`config.mk`:
```
export PLATFORM = sky130hd
export DESIGN_NAME = dot_product_acc
export DESIGN_NICKNAME = d
export VERILOG_FILES = /design/src/rtl/attn_pkg.sv /design/src/rtl/fxp_mul.sv /design/src/rtl/dot_product_acc.sv
export SDC_FILE = /design/constraint.sdc
export NUM_CORES = 1
export LEC_CHECK = 0
export ABC_AREA = 1
export BUFFER_PORTS_ARGS = -buffer_cell sky130_fd_sc_hd__buf_2
export CELL_PAD_IN_SITES_DETAIL_PLACEMENT = 0
export CELL_PAD_IN_SITES_GLOBAL_PLACEMENT = 2
export CORE_MARGIN = 2
export CORE_UTILIZATION = 40
export DETAILED_ROUTE_END_ITERATION = 7
export PLACE_DENSITY_LB_ADDON = 0.1
export SLEW_MARGIN = 10
export SYNTH_ARGS = -nofsm -noshare
export SYNTH_HDL_FRONTEND = slang
export SYNTH_SLANG_ARGS = --single-unit
```
`constraint.sdc`:
```
create_clock -name clk -period 4 [get_ports clk]
set_input_delay 0.4 -clock clk [delete_from_list [all_inputs] [get_ports clk]]
set_output_delay 0.4 -clock clk [all_outputs]
set_load 0.005 [all_outputs]
```
`src/rtl/attn_pkg.sv`:
```
// attn_pkg: shared Q-format constants and the dot-product FSM state type
package attn_pkg;

   localparam int Q_IN_INT   = 8;
   localparam int Q_IN_FRAC  = 8;
   localparam int Q_ACC_INT  = 18;
   localparam int Q_ACC_FRAC = 16;

   typedef enum logic [1:0] {
      IDLE  = 2'd0,
      ACCUM = 2'd1,
      FLUSH = 2'd2,
      DONE  = 2'd3
   } dot_state_t;

endpackage

```
`src/rtl/fxp_mul.sv`:
```
// fxp_mul: combinational signed WIDTH x WIDTH -> 2*WIDTH multiplier
module fxp_mul #(
   parameter int WIDTH = 16
) (
   input  logic signed [WIDTH-1:0]   a,
   input  logic signed [WIDTH-1:0]   b,
   output logic signed [2*WIDTH-1:0] p
);

   assign p = a * b;

endmodule

```
`src/rtl/dot_product_acc.sv`:
```
// dot_product_acc: streaming Q8.8 x Q8.8 dot product into a Q18.16 result; DOT_PIPE_MUL_EN registers the product
module dot_product_acc
   import attn_pkg::*;
#(
   parameter int DATA_WIDTH = 16,
   parameter int VEC_LEN    = 4,
   parameter int ACC_WIDTH  = 34
) (
   input  logic                  clk,
   input  logic                  rst_n,
   input  logic                  clr,
   input  logic                  in_valid,
   output logic                  in_ready,
   input  logic [DATA_WIDTH-1:0] a_in,
   input  logic [DATA_WIDTH-1:0] b_in,
   output logic                  out_valid,
   input  logic                  out_ready,
   output logic [ACC_WIDTH-1:0]  out_data
);

   localparam int CW = $clog2(VEC_LEN);
   localparam int PW = 2 * DATA_WIDTH;

   dot_state_t                  state;
   logic [CW-1:0]               cnt;
   logic signed [ACC_WIDTH-1:0] acc;
   logic signed [PW-1:0]        prod;
   logic signed [PW-1:0]        add_p;
   logic                        add_v;
   logic                        add_f;
   logic                        accept;
   logic                        last;

   fxp_mul #(.WIDTH(DATA_WIDTH)) u_mul (
      .a(a_in),
      .b(b_in),
      .p(prod)
   );

   assign accept   = in_valid && in_ready;
   assign last     = cnt == CW'(VEC_LEN - 1);
   assign out_data = acc;

`ifdef DOT_PIPE_MUL_EN
   logic signed [PW-1:0] prod_q;
   logic                 prod_v;
   logic                 prod_f;

   // product pipeline stage, tagged with whether it opens a new vector
   always_ff @(posedge clk or negedge rst_n) begin
      if (!rst_n) begin
         prod_q <= '0;
         prod_v <= 1'b0;
         prod_f <= 1'b0;
      end else if (clr) begin
         prod_q <= '0;
         prod_v <= 1'b0;
         prod_f <= 1'b0;
      end else begin
         prod_q <= accept ? prod : prod_q;
         prod_v <= accept;
         prod_f <= cnt == '0;
      end
   end

   assign add_p = prod_q;
   assign add_v = prod_v && !clr;
   assign add_f = prod_f;
`else
   assign add_p = prod;
   assign add_v = accept && !clr;
   assign add_f = cnt == '0;
`endif

   // first product of a vector loads the accumulator, later ones add to it
   always_ff @(posedge clk or negedge rst_n) begin
      if (!rst_n)
         acc <= '0;
      else if (add_v)
         acc <= add_f ? ACC_WIDTH'(add_p) : acc + ACC_WIDTH'(add_p);
   end

   // control FSM: element counting and registered handshake outputs
   always_ff @(posedge clk or negedge rst_n) begin
      if (!rst_n) begin
         state     <= IDLE;
         cnt       <= '0;
         in_ready  <= 1'b0;
         out_valid <= 1'b0;
      end else if (clr) begin
         state     <= IDLE;
         cnt       <= '0;
         in_ready  <= 1'b1;
         out_valid <= 1'b0;
      end else begin
         case (state)
            IDLE, ACCUM: begin
               in_ready <= 1'b1;
               if (accept) begin
                  cnt <= cnt + 1'b1;
                  if (last) begin
`ifdef DOT_PIPE_MUL_EN
                     state     <= FLUSH;
`else
                     state     <= DONE;
                     out_valid <= 1'b1;
`endif
                     in_ready  <= 1'b0;
                  end else begin
                     state <= ACCUM;
                  end
               end
            end
            FLUSH: begin
               state     <= DONE;
               out_valid <= 1'b1;
            end
            DONE: begin
               if (out_ready) begin
                  state     <= IDLE;
                  in_ready  <= 1'b1;
                  out_valid <= 1'b0;
               end
            end
            default: begin
               state     <= IDLE;
               in_ready  <= 1'b1;
               out_valid <= 1'b0;
            end
         endcase
      end
   end

endmodule

```
## After elaboration in Yosys (flattened, before gate mapping)

Index checks and enable logic that the tools add are counted.

| word-level totals | value |
|---|---|
| flip-flop bits (word level) | 40 |
| latch bits | 0 |
| bits in writable memories | 0 |
| bits in read-only memories | 0 |
| bits of input ports | 37 |
| output and inout port bits | 36 |
| logic and storage cells | 47 |
| memories kept | 0 |

| operators by class | value |
|---|---|
| add/sub/neg operators | 2 |
| multiply operators | 1 |
| div/mod/pow operators | 0 |
| $lt $le $gt $ge | 0 |
| equality and inequality tests | 7 |
| shift operators | 0 |
| multiplexer cells | 19 |
| bitwise operators | 0 |
| reduce and logical (&&, ||, !) cells | 13 |

Operators with widths:

| cell | count |
|---|---|
| $add 34x32->34 | 1 |
| $mux 34 | 1 |
| $mul 16x16->32 | 1 |
| $mux 2 | 7 |
| $ne 3x3->1 const B | 3 |
| $mux 1 | 8 |
| $eq 2x2->1 const B | 3 |
| $pmux 2 s3 | 1 |
| $reduce_and 2->1 | 3 |
| $logic_not 2->1 | 2 |
| $reduce_bool 2->1 | 2 |
| $pmux 1 s3 | 1 |
| $reduce_and 3->1 | 1 |
| $reduce_bool 3->1 | 1 |
| $add 2x1->2 const B | 1 |
| $eq 2x1->1 const B | 1 |
| $logic_and 1x1->1 | 2 |
| $pmux 1 s2 | 1 |
| $reduce_or 2->1 | 1 |
| $logic_not 1->1 | 1 |

## Longest topological paths before layout

| logic depth | value |
|---|---|
| depth in word-level cells | 5 |
| mapped depth | 40 |
| mapped depth without buffers | 38 |

## Modules after synthesis

A second synthesis with hierarchy kept.

| unflattened totals | value |
|---|---|
| cell total of the unflattened synthesis | 2,119 |
| area, all modules | 14,884.3 um2 |

Modules (own cells, without submodules):

| module | times used | cells an instance | area each (um2) |
|---|---|---|---|
| fxp_mul | 1 | 1,462 | 10,794.1 |
| dot_product_acc | 1 | 657 | 4,090.2 |

## Least setup slack after synthesis

OpenSTA, ideal clock, no wires.

| timing | value |
|---|---|
| path type | input-to-reg |
| start point | input port b_in[7] |
| end point | register acc[21], in the netlist out_data[21] |
| library setup time | 0.116 ns |
| arrival time | 6.611 ns |
| path slack | -2.728 ns |
| stages | 34 |
| path through | clkbuf_1 clkbuf_1 nand2_1 fa_1 inv_1 fa_1 inv_1 fa_1 inv_1 fa_1 fa_1 inv_1 fa_1 inv_1 ha_1 nand2_2 inv_2 a21oi_2 nand3_2 a21oi_1 xor2_1 inv_1 ha_1 nand2_1 inv_1 nand2_1 nand2_1 a21oi_1 nand3_1 or2_2 nand3_1 nand2_1 nand2_1 nand2_1 |

| on the way | value |
|---|---|
| cells in the longest elaborated chain, start to end | 3 |

RTL lines:

| element | RTL line | text |
|---|---|---|
| from (decl) | dot_product_acc.sv:15 | `input logic [DATA_WIDTH-1:0] b_in,` |
| $mul 16x16->32 (*) | fxp_mul.sv:10 | `assign p = a * b;` |
| $add 34x32->34 | dot_product_acc.sv:80 | `acc <= add_f ? ACC_WIDTH'(add_p) : acc + ACC_WIDTH'(add_p);` |
| $mux 34 (*) | dot_product_acc.sv:80 |  |
| to (signal assigned) | dot_product_acc.sv:80 |  |
| to (decl) | dot_product_acc.sv:26 | `logic signed [ACC_WIDTH-1:0] acc;` |

Every way passes the cells marked *; elsewhere a longest branch is shown, timed or not.
A chain may end at the register's enable or synchronous reset.

## Worst setup path in the final report

| timing | value |
|---|---|
| start point | input port b_in[11] |
| end point | register acc[21], in the netlist out_data[21] |

Same word-level chain as after synthesis.

==> run summary <==
TritonCTS created 5 clock buffers. The run gives 41 as the pin count of the biggest net entering global routing. The antenna diode count was 0. TritonCTS built the clock tree.

Dominant synthesized flop cell: dfrtp_1. The clock latency at the later pin of the worst-skew pair was 0.30 ns. The number of buffers and inverters on the critical path is 9. The setup slack after layout came out at -2.52 ns.

The longest clock path from root to sink contains 2 buffers. The number of DRC markers in iteration 0 came out at 676. The global routing stage identified its most utilized layer as met2. Counting flops and latches in the post-synthesis netlist gives 40.

In the final routed layout, each cell accounts on average for 16.9 microns. The slowest stage of the critical path is the fa_1 cell. Counting flops with a built-in enable in the synthesized netlist gives 0. Summed over all layers, the global routing overflow is 0. Clock tree synthesis found a total of 40 sinks.

In this run the horizontal extent of the chip is 196 microns. For this run, the detailed router's first-pass iteration total came to 5. The run finished, with violations left. The tools report the first-pass GRT wire length as 81000 microns. In this run, post-CTS hold repair placed 0 buffers. The H-tree was split into 2 levels. The number of routed nets with antenna violations is 0, and the number of cell rows is 70.

Ranked by instance count, the synthesized netlist is headed by nand2_1, inv_1, fa_1. The worst setup path is captured at a flip-flop. Time the final worst path needs with I/O delays and setup: 6.52 ns. In this run the mean area of a mapped cell was 7.08 sq um. In this run the worst path has a maximum fanout of 5. The via total after detailed routing came out at 14600.

Global routing consumed, over all layers together, 26.9% of the routing resources. The run gives 0 as the number of failing hold endpoints at the final stage. Sequential cells were found to cover 6.76% of the synthesized design area.

Setup violations remaining at the end of the flow were counted as 29. The final instance count without filler cells was 3005. Dominant cell type by count on the critical path: fa_1. The initial antenna violation count is 0.

The number of primary I/O pins was 73; the share of final-layout standard cells stronger than drive strength 1 was 41.9%. The initial utilization of the core area, before any placement, comes to 40.5%. Headroom to the max-slew limit came out at 29.4%. In this run the tool buffered the top-level ports with 72 buffer cells. The tools report the number of global-route vias before repair as 15500.

The checks that failed: negative setup slack. Summed over all layers, the routed wires come to 50700 microns. After clock tree synthesis, the clock-pin slew on the worst setup and hold paths is 0.07 ns. nand2_1 is the most common cell in the netlist. The worst setup path is launched from a primary input. The congestion estimate from routability-driven global placement came to 0.902. The cell taking the most area after synthesis is fa_1. In this run the clock root is driven by a clkbuf_16. The logs give 0 for the number of synthesis warnings and 2954 for the number of nets in the layout.

The worst-margin pin slew is 1.06 ns, and the setup TNS after final layout is -59.20 ns. Share of Yosys cell area claimed by the top area cell type: 35.6%. The tools report the required time at the worst-slack endpoint as 4.18 ns. The tool flagged a number of max-cap violations equal to 0. The async set-reset flop share out of synthesis was 100%; the global routing usage on met3 was 2.96%. The netlist uses 45 different library cells. The post-route fraction of the period consumed by the critical path was 163%.

In the synthesized netlist, the number of instances is 2092. For met2 alone, demand over resource in global routing was 47.1%. After detailed routing, the number of vias per cell comes to 4.85. The worst setup path is of the primary input to flip-flop kind. For the minimum setup slack after placement, the log shows -3.31 ns. The biggest cell delay along the critical path is 0.54 ns, and the placed wire-length estimate is 41400 microns. Data arrives at the worst endpoint at 6.70 ns. Broken down by cell family, the worst path's largest delay share belongs to adder cells. The number of nets in the synthesized netlist is 2510.

The finished cells cover 22800 sq um. The tools report the placeable core area as 36500 sq um. By area the synthesized netlist is led by fa_1, nand2_1, inv_1, ha_1, dfrtp_1. The number of placed instances, taps included, is 2886.

The count of pins over their slew limit came out at 0. The total placed instance area was 18700 sq um; the die area was 38600 sq um. The path class of the tightest hold or removal check is primary input to async pin. From bottom edge to top edge, the die measures 196 microns.

Global routing consumed, on the met1 layer, 34.5% of the routing resources. The synthesized netlist occupies a cell area of 14800 sq um. The area growth from synthesis to final layout is 53.8%. In the routed design, unresolved DRC markers number 0. The run gives 0.153 GHz as the achievable frequency.

The clock skew was 0.0121 ns. Setup repair after global routing could not meet its margin everywhere.
==> final cells by class <==
class	count	area, sq um
Tap cell	468	586
Fill cell	3217	13700
Timing Repair Buffer	507	4460
Clock inverter	3	46.3
Clock buffer	5	125
Inverter	548	2090
Multi-Input combinational cell	1434	14500
Sequential cell	40	1000
==> placed cells by master (no fill, tap or decap), drive strengths merged, types with 2 or more instances in the layout <==
cell type  instances
nand2            588
inv              548
buf              504
fa               263
nor2             122
ha               118
a21oi             86
nand3             81
o21ai             56
dfrtp             40
nand4             19
xor2              19
o21bai            12
nor3              11
a21o              10
or2                8
a31oi              7
nand3b             7
o211ai             7
clkbuf             7
xnor2              5
and2               3
and3               2
==> worst paths after layout <==
kind | end | depth (start not counted) | start | slack [ns]
setup / recovery | out_data[21]$_DFFE_PN0P_ | 32 | b_in[11] | -2.52
hold / removal | in_ready$_DFFE_PN0P_ | 1 | rst_n | 0.29
setup reg to reg | out_data[20]$_DFFE_PN0P_ | 15 | out_data[0]$_DFFE_PN0P_ | 1.34
hold reg to reg | out_valid$_DFFE_PN0P_ | 2 | out_valid$_DFFE_PN0P_ | 0.51
max in group asynchronous | out_data[23]$_DFFE_PN0P_ | 1 | rst_n | 3.05
min in group clk | state[1]$_DFFE_PN0P_ | 4 | out_ready | 0.46
==> registers in the layout (all words and copies together), names as in the netlist <==
name / count
state: 2
in_ready: 1
cnt: 2
out_data: 34
out_valid: 1
==> worst reg2reg max path: stages, from the launching register on <==
cell and delay (ns):
dfrtp_1 0.40, ha_1 0.34, fa_1 0.47, nand3_1 0.11
nand2_1 0.18, nand2_2 0.14, nand2_4 0.07, buf_4 0.14
nand2_1 0.07, nand2_2 0.09, inv_2 0.07, nor2_1 0.04
o21bai_1 0.12, nand3_1 0.14, nand3_1 0.13, nand2_1 0.05
==> metal layers <==
| metal | wire length [microns] | part of all wire (%) |
|---|---|---|
| met5 | 0 | 0 |
| met4 | 1770 | 3.5 |
| met3 | 2020 | 4.0 |
| met2 | 25400 | 50 |
| met1 | 21600 | 43 |
==> cells by family (layout without fill, tap and decap cells) <==
family,Yosys count,after routing,share of synthesized area (%)
and+or+nand+nor,844,844,23.5
adders and majority gates,381,381,45.5
AOI/OAI and AO/OA,185,185,7.08
DFF,40,40,6.76
buffers and inverters,618,1063,15.7
xor gates and xnor gates,24,24,1.42
==> what timing repair did <==
item | 4_1_cts | 5_1_grt
buffers inserted | 76 | 50
hold endpoints to repair | 0 | 0
gates resized for setup | 487 | 270
endpoints found under the setup margin | 29 | 29
pin swaps | 200 | 204
gates cloned | 1 | 2
==> per-stage QoR <==
stage	hold WS (ns)	utilization, %
after detailed placement	0.500	51.2
after floorplan	0.104	-
final	0.294	62.4
after global placement	0.495	51.2
after CTS	0.327	58.8
after global routing	0.352	62.4
Power is left out: the tool's default activity adds up to more than one toggle a clock period on the data nets, which glitch-free logic cannot reach.
